**src/rtl/seq_div_8bit.sv**
```systemverilog
// seq_div_8bit: restoring divider, one quotient bit per clock, start/done handshake.
// Define SEQ_DIV_SIGNED_EN for two's-complement operands (truncating division).
module seq_div_8bit #(
  parameter int WIDTH = 8
) (
  input  logic             clk,
  input  logic             rst_n,
  input  logic             start,
  input  logic [WIDTH-1:0] dividend,
  input  logic [WIDTH-1:0] divisor,
  output logic             busy,
  output logic             done,
  output logic [WIDTH-1:0] quotient,
  output logic [WIDTH-1:0] remainder,
  output logic             div_by_zero
);
  localparam int CW = $clog2(WIDTH);
  typedef enum logic [1:0] {IDLE, CALC, FINISH} state_t;
  state_t state, state_nx;
  logic [CW-1:0] cnt;
  logic [WIDTH-1:0] pr, wq, dvs, dvd, a_mag, b_mag, q_res, r_res;
  logic [WIDTH:0] shifted, trial;
  logic zero, accept;
`ifdef SEQ_DIV_SIGNED_EN
  logic q_neg, r_neg;
  assign a_mag = dividend[WIDTH-1] ? -dividend : dividend;
  assign b_mag = divisor[WIDTH-1] ? -divisor : divisor;
  assign q_res = zero ? '1 : (q_neg ? -wq : wq);
  assign r_res = zero ? dvd : (r_neg ? -pr : pr);
`else
  assign a_mag = dividend;
  assign b_mag = divisor;
  assign q_res = zero ? '1 : wq;
  assign r_res = zero ? dvd : pr;
`endif
  // done is registered, so a start seen alongside it is still part of this operation
  assign accept  = start && state == IDLE && !done;
  assign busy    = state != IDLE;
  assign shifted = {pr, wq[WIDTH-1]};
  assign trial   = shifted - {1'b0, dvs};
  always_comb begin
    state_nx = state;
    if (state == IDLE) state_nx = accept ? (divisor == '0 ? FINISH : CALC) : IDLE;
    else if (state == CALC) state_nx = cnt == '0 ? FINISH : CALC;
    else state_nx = IDLE;
  end
  always_ff @(posedge clk or negedge rst_n) begin
    if (!rst_n) state <= IDLE;
    else state <= state_nx;
  end
  always_ff @(posedge clk or negedge rst_n) begin
    if (!rst_n) begin
      done        <= 1'b0;
      quotient    <= '0;
      remainder   <= '0;
      div_by_zero <= 1'b0;
      cnt         <= '0;
      pr          <= '0;
      wq          <= '0;
      dvs         <= '0;
      dvd         <= '0;
      zero        <= 1'b0;
`ifdef SEQ_DIV_SIGNED_EN
      q_neg       <= 1'b0;
      r_neg       <= 1'b0;
`endif
    end else begin
      done <= state == FINISH;
      if (accept) begin
        dvd  <= dividend;
        dvs  <= b_mag;
        wq   <= a_mag;
        pr   <= '0;
        cnt  <= CW'(WIDTH - 1);
        zero <= divisor == '0;
`ifdef SEQ_DIV_SIGNED_EN
        q_neg <= dividend[WIDTH-1] ^ divisor[WIDTH-1];
        r_neg <= dividend[WIDTH-1];
`endif
      end else if (state == CALC) begin
        pr  <= trial[WIDTH] ? shifted[WIDTH-1:0] : trial[WIDTH-1:0];
        wq  <= {wq[WIDTH-2:0], ~trial[WIDTH]};
        cnt <= cnt - 1'b1;
      end else if (state == FINISH) begin
        quotient    <= q_res;
        remainder   <= r_res;
        div_by_zero <= zero;
      end
    end
  end
endmodule

```
**config.mk**
```make
export PLATFORM = sky130hd
export DESIGN_NAME = seq_div_8bit
export DESIGN_NICKNAME = d
export VERILOG_FILES = /design/src/rtl/seq_div_8bit.sv
export SDC_FILE = /design/constraint.sdc
export NUM_CORES = 1
export LEC_CHECK = 0
export CORE_MARGIN = 8
export CORE_UTILIZATION = 58
export CTS_CLUSTER_DIAMETER = 150
export CTS_CLUSTER_SIZE = 8
export DETAILED_ROUTE_END_ITERATION = 10
export GPL_TIMING_DRIVEN = 0
export PLACE_DENSITY = 0.94
export SKIP_CTS_REPAIR_TIMING = 1
export SLEW_MARGIN = 20
export SYNTH_ARGS = -nofsm -noshare
export SYNTH_HDL_FRONTEND = slang
export SYNTH_SLANG_ARGS = --single-unit
```
**constraint.sdc**
```tcl
create_clock -name clk -period 4.6 [get_ports clk]
set_input_delay 0.92 -clock clk [delete_from_list [all_inputs] [get_ports clk]]
set_output_delay 0.92 -clock clk [all_outputs]
set_load 0.1 [all_outputs]
```
==> results.yml, run 1 <==
cells_and_area:
  area_growth_pct: 19.3
  post_route_cells_drive_above_1_share: 0.0651
  finish.utilization: 0.706
  finish.net_count: 367
  antenna_cells: 0
global_routing:
  first_global_vias: 2460
  grt.total_usage: 0.196
  number_of_antenna_violations_at_the_first_check_in_global_routing: 0
  grt_pass1_wl_um: 11300
  gr_overflow_total: 0
  grt_max_degree: 57
sta:
  worstMarginPinSlew_ns: 0.998
  timing.setup.tns_ns: 0
  finalCritPeriodShare: 0.643
  fmaxAchievable_ghz: 0.338
  setup_repair_after_global_routing_missed_its_margin: "no"
  final_critical_path_setup_slack_ns: 1.64
  period_minus_slack_ns: 2.96
  skew_ns: 0.00799
  relSlewSlack: 0.333
  setup_viol: 0
  finalHoldViolations: 0
  slew_viol_final: 0
floorplan:
  core_box_area_mm2: 0.00463
  fp.dieW_um: 84.7
  die_h_um: 84.7
  placementRows: 25
  design.portCount: 38
  fp.dieArea_mm2: 0.00717
  initial_util: 0.591
cts:
  cts.clk_slew.worst_paths_ns: 0.10
  clock_tree.root_cell: "sky130_fd_sc_hd__clkbuf_8"
  cts_made_buffers: 5
  cts_sinks: 56
  cts_tree: "built"
  worstSkewPairLatency_ns: 0.33
  number_of_levels_the_h_tree_was_split_into: 2
  cts_buffer_depth: 2
outcome:
  run_status: "complete, no violations"
synthesis:
  synthArstFlopShare: 1.00
  yosys_most_used_dff: "sky130_fd_sc_hd__dfrtp_1"
  syn_area_mm2: 0.00274
  count_of_different_cell_masters_after_synthesis: 44
  ys_ff_latch: 56
  post-synth-top-area-cell: "sky130_fd_sc_hd__dfrtp_1"
  synth_warnings: 0
  yosysTopAreaCellShare: 0.512
  yosysMostFrequentCell: "sky130_fd_sc_hd__nand2_1"
  synth_area_per_inst_um2: 9.34
  synth_fp_nets: 323
  ys_top_cells_by_area: "sky130_fd_sc_hd__dfrtp_1 51%, sky130_fd_sc_hd__nand2_1 9.6%, sky130_fd_sc_hd__o21ai_0 5.5%, sky130_fd_sc_hd__mux2i_1 4.8%, sky130_fd_sc_hd__ha_1 4.6%"
  synth.cells.most_frequent: "70 x sky130_fd_sc_hd__nand2_1, 56 x sky130_fd_sc_hd__dfrtp_1, 30 x sky130_fd_sc_hd__o21ai_0, 16 x sky130_fd_sc_hd__inv_1"
  synth-edff-count: 0
  ys_seq_area_frac: 0.512
  synth_cells: 293
critical_path:
  timing.critical_path.slowest_cell_delay_ns: 0.98
  worst_setup_path_end_kind: "output port"
  timing.critical_path.cells: "or2_2 -> clkdlybuf4s50_1"
  start_kind: "register"
  critical_path_required_ns: 3.68
  crit_path_max_fanout: 4
  critPathSlowestCell: "sky130_fd_sc_hd__clkdlybuf4s50_1"
  crit_type: "reg2out"
  worstPathArrival_ns: 2.04
detailed_routing:
  route.detailed.vias_per_inst: 5.91
  detail_route.drc_violations: 0
  drt_iter0_markers: 178
  drt.antenna.violating_nets: 0
  routed_wire_length_per_instance_um: 16.5
  detailroute.via_count: 2315
  drt_first_pass_iters: 5
  routed_wl_um: 6450
placed_design:
  gpl.final_weighted_congestion: 0.863
  hpwlAfterDp_um: 4700
  place_ws_ns: 1.76
  place.port_buffers: 37
hold_path:
  worstHoldPathType: "reg2reg"
job:
  drv.max_cap_violation_count: 0
==> sequential cells by signal (all words and copies together), names as in the netlist <==
name and cells:
dvd 8, dvs 8, pr 8, quotient 8, remainder 8, wq 8
cnt 3, state 2, div_by_zero 1, done 1, zero 1
==> kinds of logic after synthesis <==
kind of cell / count (synthesis) / synth area share
buf+inv: 31 / 0.0457
flops: 56 / 0.512
simple gates: 120 / 0.195
xor+xnor: 4 / 0.0128
mux: 14 / 0.0516
fa+ha+maj: 11 / 0.0530
compound gates: 57 / 0.130
==> worst max-delay path: cells and delay by family, from the launching register on <==
kind	cells	cell delay, ns
buffers and inverters	1	0.98
flip-flops	1	0.41
AND/OR/NAND/NOR	1	0.32
==> path summary, 6_finish.rpt <==
check | from | end | slack [ns] | cells past startpoint
worst max-delay path | state[0] | busy | 1.64 | 2
worst min-delay path | dvd[1] | dvd[1] | 0.49 | 2
worst max register to register | wq[7] | pr[3] | 1.69 | 10
worst min register to register | dvd[1] | dvd[1] | 0.49 | 2
max in group asynchronous | rst_n | remainder[3] | 3.51 | 1
min in group asynchronous | rst_n | dvs[2] | 0.62 | 1
==> cell usage in the layout (no fill, tap or decap), types with 2 or more instances in the layout <==
| cell | count |
|---|---|
| sky130_fd_sc_hd__a31oi_1 | 2 |
| sky130_fd_sc_hd__o21ai_1 | 3 |
| sky130_fd_sc_hd__clkdlybuf4s50_1 | 36 |
| sky130_fd_sc_hd__or3_2 | 2 |
| sky130_fd_sc_hd__a21oi_1 | 8 |
| sky130_fd_sc_hd__inv_1 | 16 |
| sky130_fd_sc_hd__a211oi_1 | 2 |
| sky130_fd_sc_hd__ha_1 | 10 |
| sky130_fd_sc_hd__clkbuf_8 | 5 |
| sky130_fd_sc_hd__nor3_1 | 3 |
| sky130_fd_sc_hd__and3_1 | 2 |
| sky130_fd_sc_hd__mux2i_1 | 13 |
| sky130_fd_sc_hd__xor2_1 | 2 |
| sky130_fd_sc_hd__xnor2_1 | 2 |
| sky130_fd_sc_hd__nand3_1 | 14 |
| sky130_fd_sc_hd__nor2b_1 | 2 |
| sky130_fd_sc_hd__clkbuf_1 | 12 |
| sky130_fd_sc_hd__inv_6 | 2 |
| sky130_fd_sc_hd__nand2b_1 | 5 |
| sky130_fd_sc_hd__or4_1 | 2 |
| sky130_fd_sc_hd__o21ai_0 | 30 |
| sky130_fd_sc_hd__dfrtp_1 | 56 |
| sky130_fd_sc_hd__nor2_1 | 14 |
| sky130_fd_sc_hd__nand2_1 | 70 |
==> through the flow <==
step	instance area, um^2	hold slack, ns	instances
global route	3270	0.523	392
global placement	3180	0.459	384
CTS	3270	0.494	392
detailed placement	3170	0.467	384
floorplan	2740	0.445	293
finish	3270	0.492	392
==> layout make-up <==
class	instances	area (um^2)
clock inverter	3	25.0
fill	334	1360
clock buffer	5	68.8
buffer	15	65.1
multi-input combinational	206	1210
tap	54	67.6
inverter	16	60.1
sequential	56	1400
timing repair buffer	37	368
==> routing by layer <==
| layer | global-route usage | vias to the layer above | routed length [um] |
|---|---|---|---|
| met1 | 0.227 | 1129 | 2570 |
| met3 | 0.0429 | 17 | 405 |
| li1 | - | 1077 | - |
| met2 | 0.342 | 92 | 3340 |
| met4 | 0.0793 | 0 | 138 |
| met5 | 0 | - | 0 |
Power of run 1 is not shown: default switching activity piles up to over one toggle a cycle in this logic, so the estimate is an artifact.
==> inputs of run 2 (changes only) <==
--- a/config.mk
+++ b/config.mk
@@ -6,12 +6,12 @@
 export NUM_CORES = 1
 export LEC_CHECK = 0
 export CORE_MARGIN = 8
-export CORE_UTILIZATION = 58
+export CORE_UTILIZATION = 54
 export CTS_CLUSTER_DIAMETER = 150
 export CTS_CLUSTER_SIZE = 8
 export DETAILED_ROUTE_END_ITERATION = 10
 export GPL_TIMING_DRIVEN = 0
-export PLACE_DENSITY = 0.94
+export PLACE_DENSITY = 0.89
 export SKIP_CTS_REPAIR_TIMING = 1
 export SLEW_MARGIN = 20
 export SYNTH_ARGS = -nofsm -noshare
==> constraint.sdc (replaced) <==
create_clock -name clk -period 3.1 [get_ports clk]
set_input_delay 0.62 -clock clk [delete_from_list [all_inputs] [get_ports clk]]
set_output_delay 0.62 -clock clk [all_outputs]
set_load 0.1 [all_outputs]
==> run 2 against run 1 <==
Net effect: die area rose by 6.0%; hold slack worse by 0.16 ns; final cell count up 4.1%; setup slack worse by 1.4 ns; sequential share of layout area fell by 0.23 points; routed wire length decreased by 3.0%; core utilization shrank 5.0 points; first-iteration DRC count increased by 10%; critical path type is now reg2reg.
==> results.yml, run 2 (synthesized netlist as in run 1, its figures left out) <==
cts:
  cts_tree: "built"
  cts_sinks: 56
  number_of_levels_the_h_tree_was_split_into: 2
  cts_buffer_depth: 2
  clock_tree.root_cell: "sky130_fd_sc_hd__clkbuf_8"
  cts_made_buffers: 5
  cts.clk_slew.worst_paths_ns: 0.10
  worstSkewPairLatency_ns: 0.32
detailed_routing:
  detail_route.drc_violations: 0
  routed_wire_length_per_instance_um: 15.3
  route.detailed.vias_per_inst: 5.45
  drt_iter0_markers: 196
  detailroute.via_count: 2223
  routed_wl_um: 6260
  drt_first_pass_iters: 4
  drt.antenna.violating_nets: 0
critical_path:
  worst_setup_path_end_kind: "register"
  critical_path.n_buffers_inverters: 2
  end_of_the_critical_path: "pr[2]"
  start_kind: "register"
  timing.critical_path.cells: "inv_1 -> ha_1 -> fa_1 -> nand2b_1 -> a211oi_2 -> mux2i_1 -> a2111oi_4 -> buf_6 -> mux2i_1 -> o21ai_1"
  critical_path_required_ns: 3.30
  worst_path_dominant_cell_family: "compound AO/OA/AOI/OAI gates"
  critPathSlowestCell: "sky130_fd_sc_hd__a2111oi_4"
  reg2reg_to: "pr[2]"
  r2r.worst_path.cells: 10
  crit_start: "wq[7]"
  worstPathArrival_ns: 3.04
  critical_path.most_common_cell: "sky130_fd_sc_hd__mux2i_1"
  path_depth: 10
  timing.critical_path.slowest_cell_delay_ns: 0.47
  r2r_setup_slack_ns: 0.25
  r2r_start: "wq[7]"
  crit_type: "reg2reg"
  crit_path_max_fanout: 10
cells_and_area:
  layout.cell_area.non_filler_mm2: 0.00328
  area_growth_pct: 20.0
  final_common_cell: "sky130_fd_sc_hd__nand2_1"
  layout.cells.most_common_list: "70 x sky130_fd_sc_hd__nand2_1, 56 x sky130_fd_sc_hd__dfrtp_1, 36 x sky130_fd_sc_hd__clkdlybuf4s50_1"
  antenna_cells: 0
  finish.net_count: 367
  post_route_cells_drive_above_1_share: 0.0651
placed_design:
  place.port_buffers: 37
  gpl.final_weighted_congestion: 0.815
  postPlaceCellArea_mm2: 0.00319
  hpwlAfterDp_um: 4700
sta:
  fmaxAchievable_ghz: 0.351
  setup_repair_after_global_routing_missed_its_margin: "no"
  worstMarginPinSlew_ns: 0.985
  relSlewSlack: 0.341
  slew_viol_final: 0
  period_minus_slack_ns: 2.85
  setup_viol: 0
  finalHoldViolations: 0
  finalCritPeriodShare: 0.919
  skew_ns: 0.00514
global_routing:
  grt.total_usage: 0.181
  grt_pass1_wl_um: 10700
  gr_overflow_total: 0
  first_global_vias: 2187
  number_of_antenna_violations_at_the_first_check_in_global_routing: 0
  grt_max_degree: 57
floorplan:
  core_box_area_mm2: 0.00501
  fp.dieArea_mm2: 0.00760
  initial_util: 0.546
  design.portCount: 38
  placementRows: 26
  fp.dieW_um: 87.2
  die_h_um: 87.2
hold_path:
  worstHoldPathType: "in2async"
outcome:
  run_status: "complete, no violations"
job:
  drv.max_cap_violation_count: 0
==> run 2: worst min path at each step <==
stage	depth (start not counted)	to	slack (ns)
after floorplan	0	cnt[0]	0.32
after global placement	2	dvd[3]	0.46
after detailed placement	2	dvd[4]	0.47
after CTS	1	dvs[4]	0.36
after global routing	1	dvs[4]	0.38
final	1	dvs[3]	0.33
==> run 2: worst reg2reg max path, stage by stage, from the launching register on <==
cell                        delay, ns
sky130_fd_sc_hd__dfrtp_1         0.40
sky130_fd_sc_hd__inv_1           0.09
sky130_fd_sc_hd__ha_1            0.23
sky130_fd_sc_hd__fa_1            0.41
sky130_fd_sc_hd__nand2b_1        0.21
sky130_fd_sc_hd__a211oi_2        0.27
sky130_fd_sc_hd__mux2i_1         0.16
sky130_fd_sc_hd__a2111oi_4       0.47
sky130_fd_sc_hd__buf_6           0.22
sky130_fd_sc_hd__mux2i_1         0.20
sky130_fd_sc_hd__o21ai_1         0.08
==> run 2: per-layer routing <==
layer | up-vias | wire (um) | track usage
met5 | - | 0 | 0
met2 | 73 | 3100 | 0.296
met3 | 9 | 392 | 0.0302
li1 | 1082 | - | -
met1 | 1059 | 2660 | 0.232
met4 | 0 | 106 | 0.0750
==> run 2: layout make-up <==
type | count | area (um^2)
Buffer | 15 | 65.1
Clock buffer | 5 | 68.8
Clock inverter | 3 | 22.5
Fill cell | 407 | 1730
Inverter | 16 | 60.1
Multi-Input combinational cell | 206 | 1210
Sequential cell | 56 | 1400
Tap cell | 70 | 87.6
Timing Repair Buffer | 37 | 368
==> run 2: stage by stage <==
stage | util | cells | setup TNS [ns] | setup slack [ns] | hold slack (ns)
CTS | 0.656 | 408 | 0 | 0.265 | 0.357
global route | 0.656 | 408 | 0 | 0.109 | 0.381
floorplan | - | 293 | 0 | 0.603 | 0.324
finish | 0.656 | 408 | 0 | 0.251 | 0.331
global placement | 0.638 | 400 | -11.72 | -0.212 | 0.458
detailed placement | 0.637 | 400 | 0 | 0.299 | 0.467
Power of run 2 is left out for the same reason.
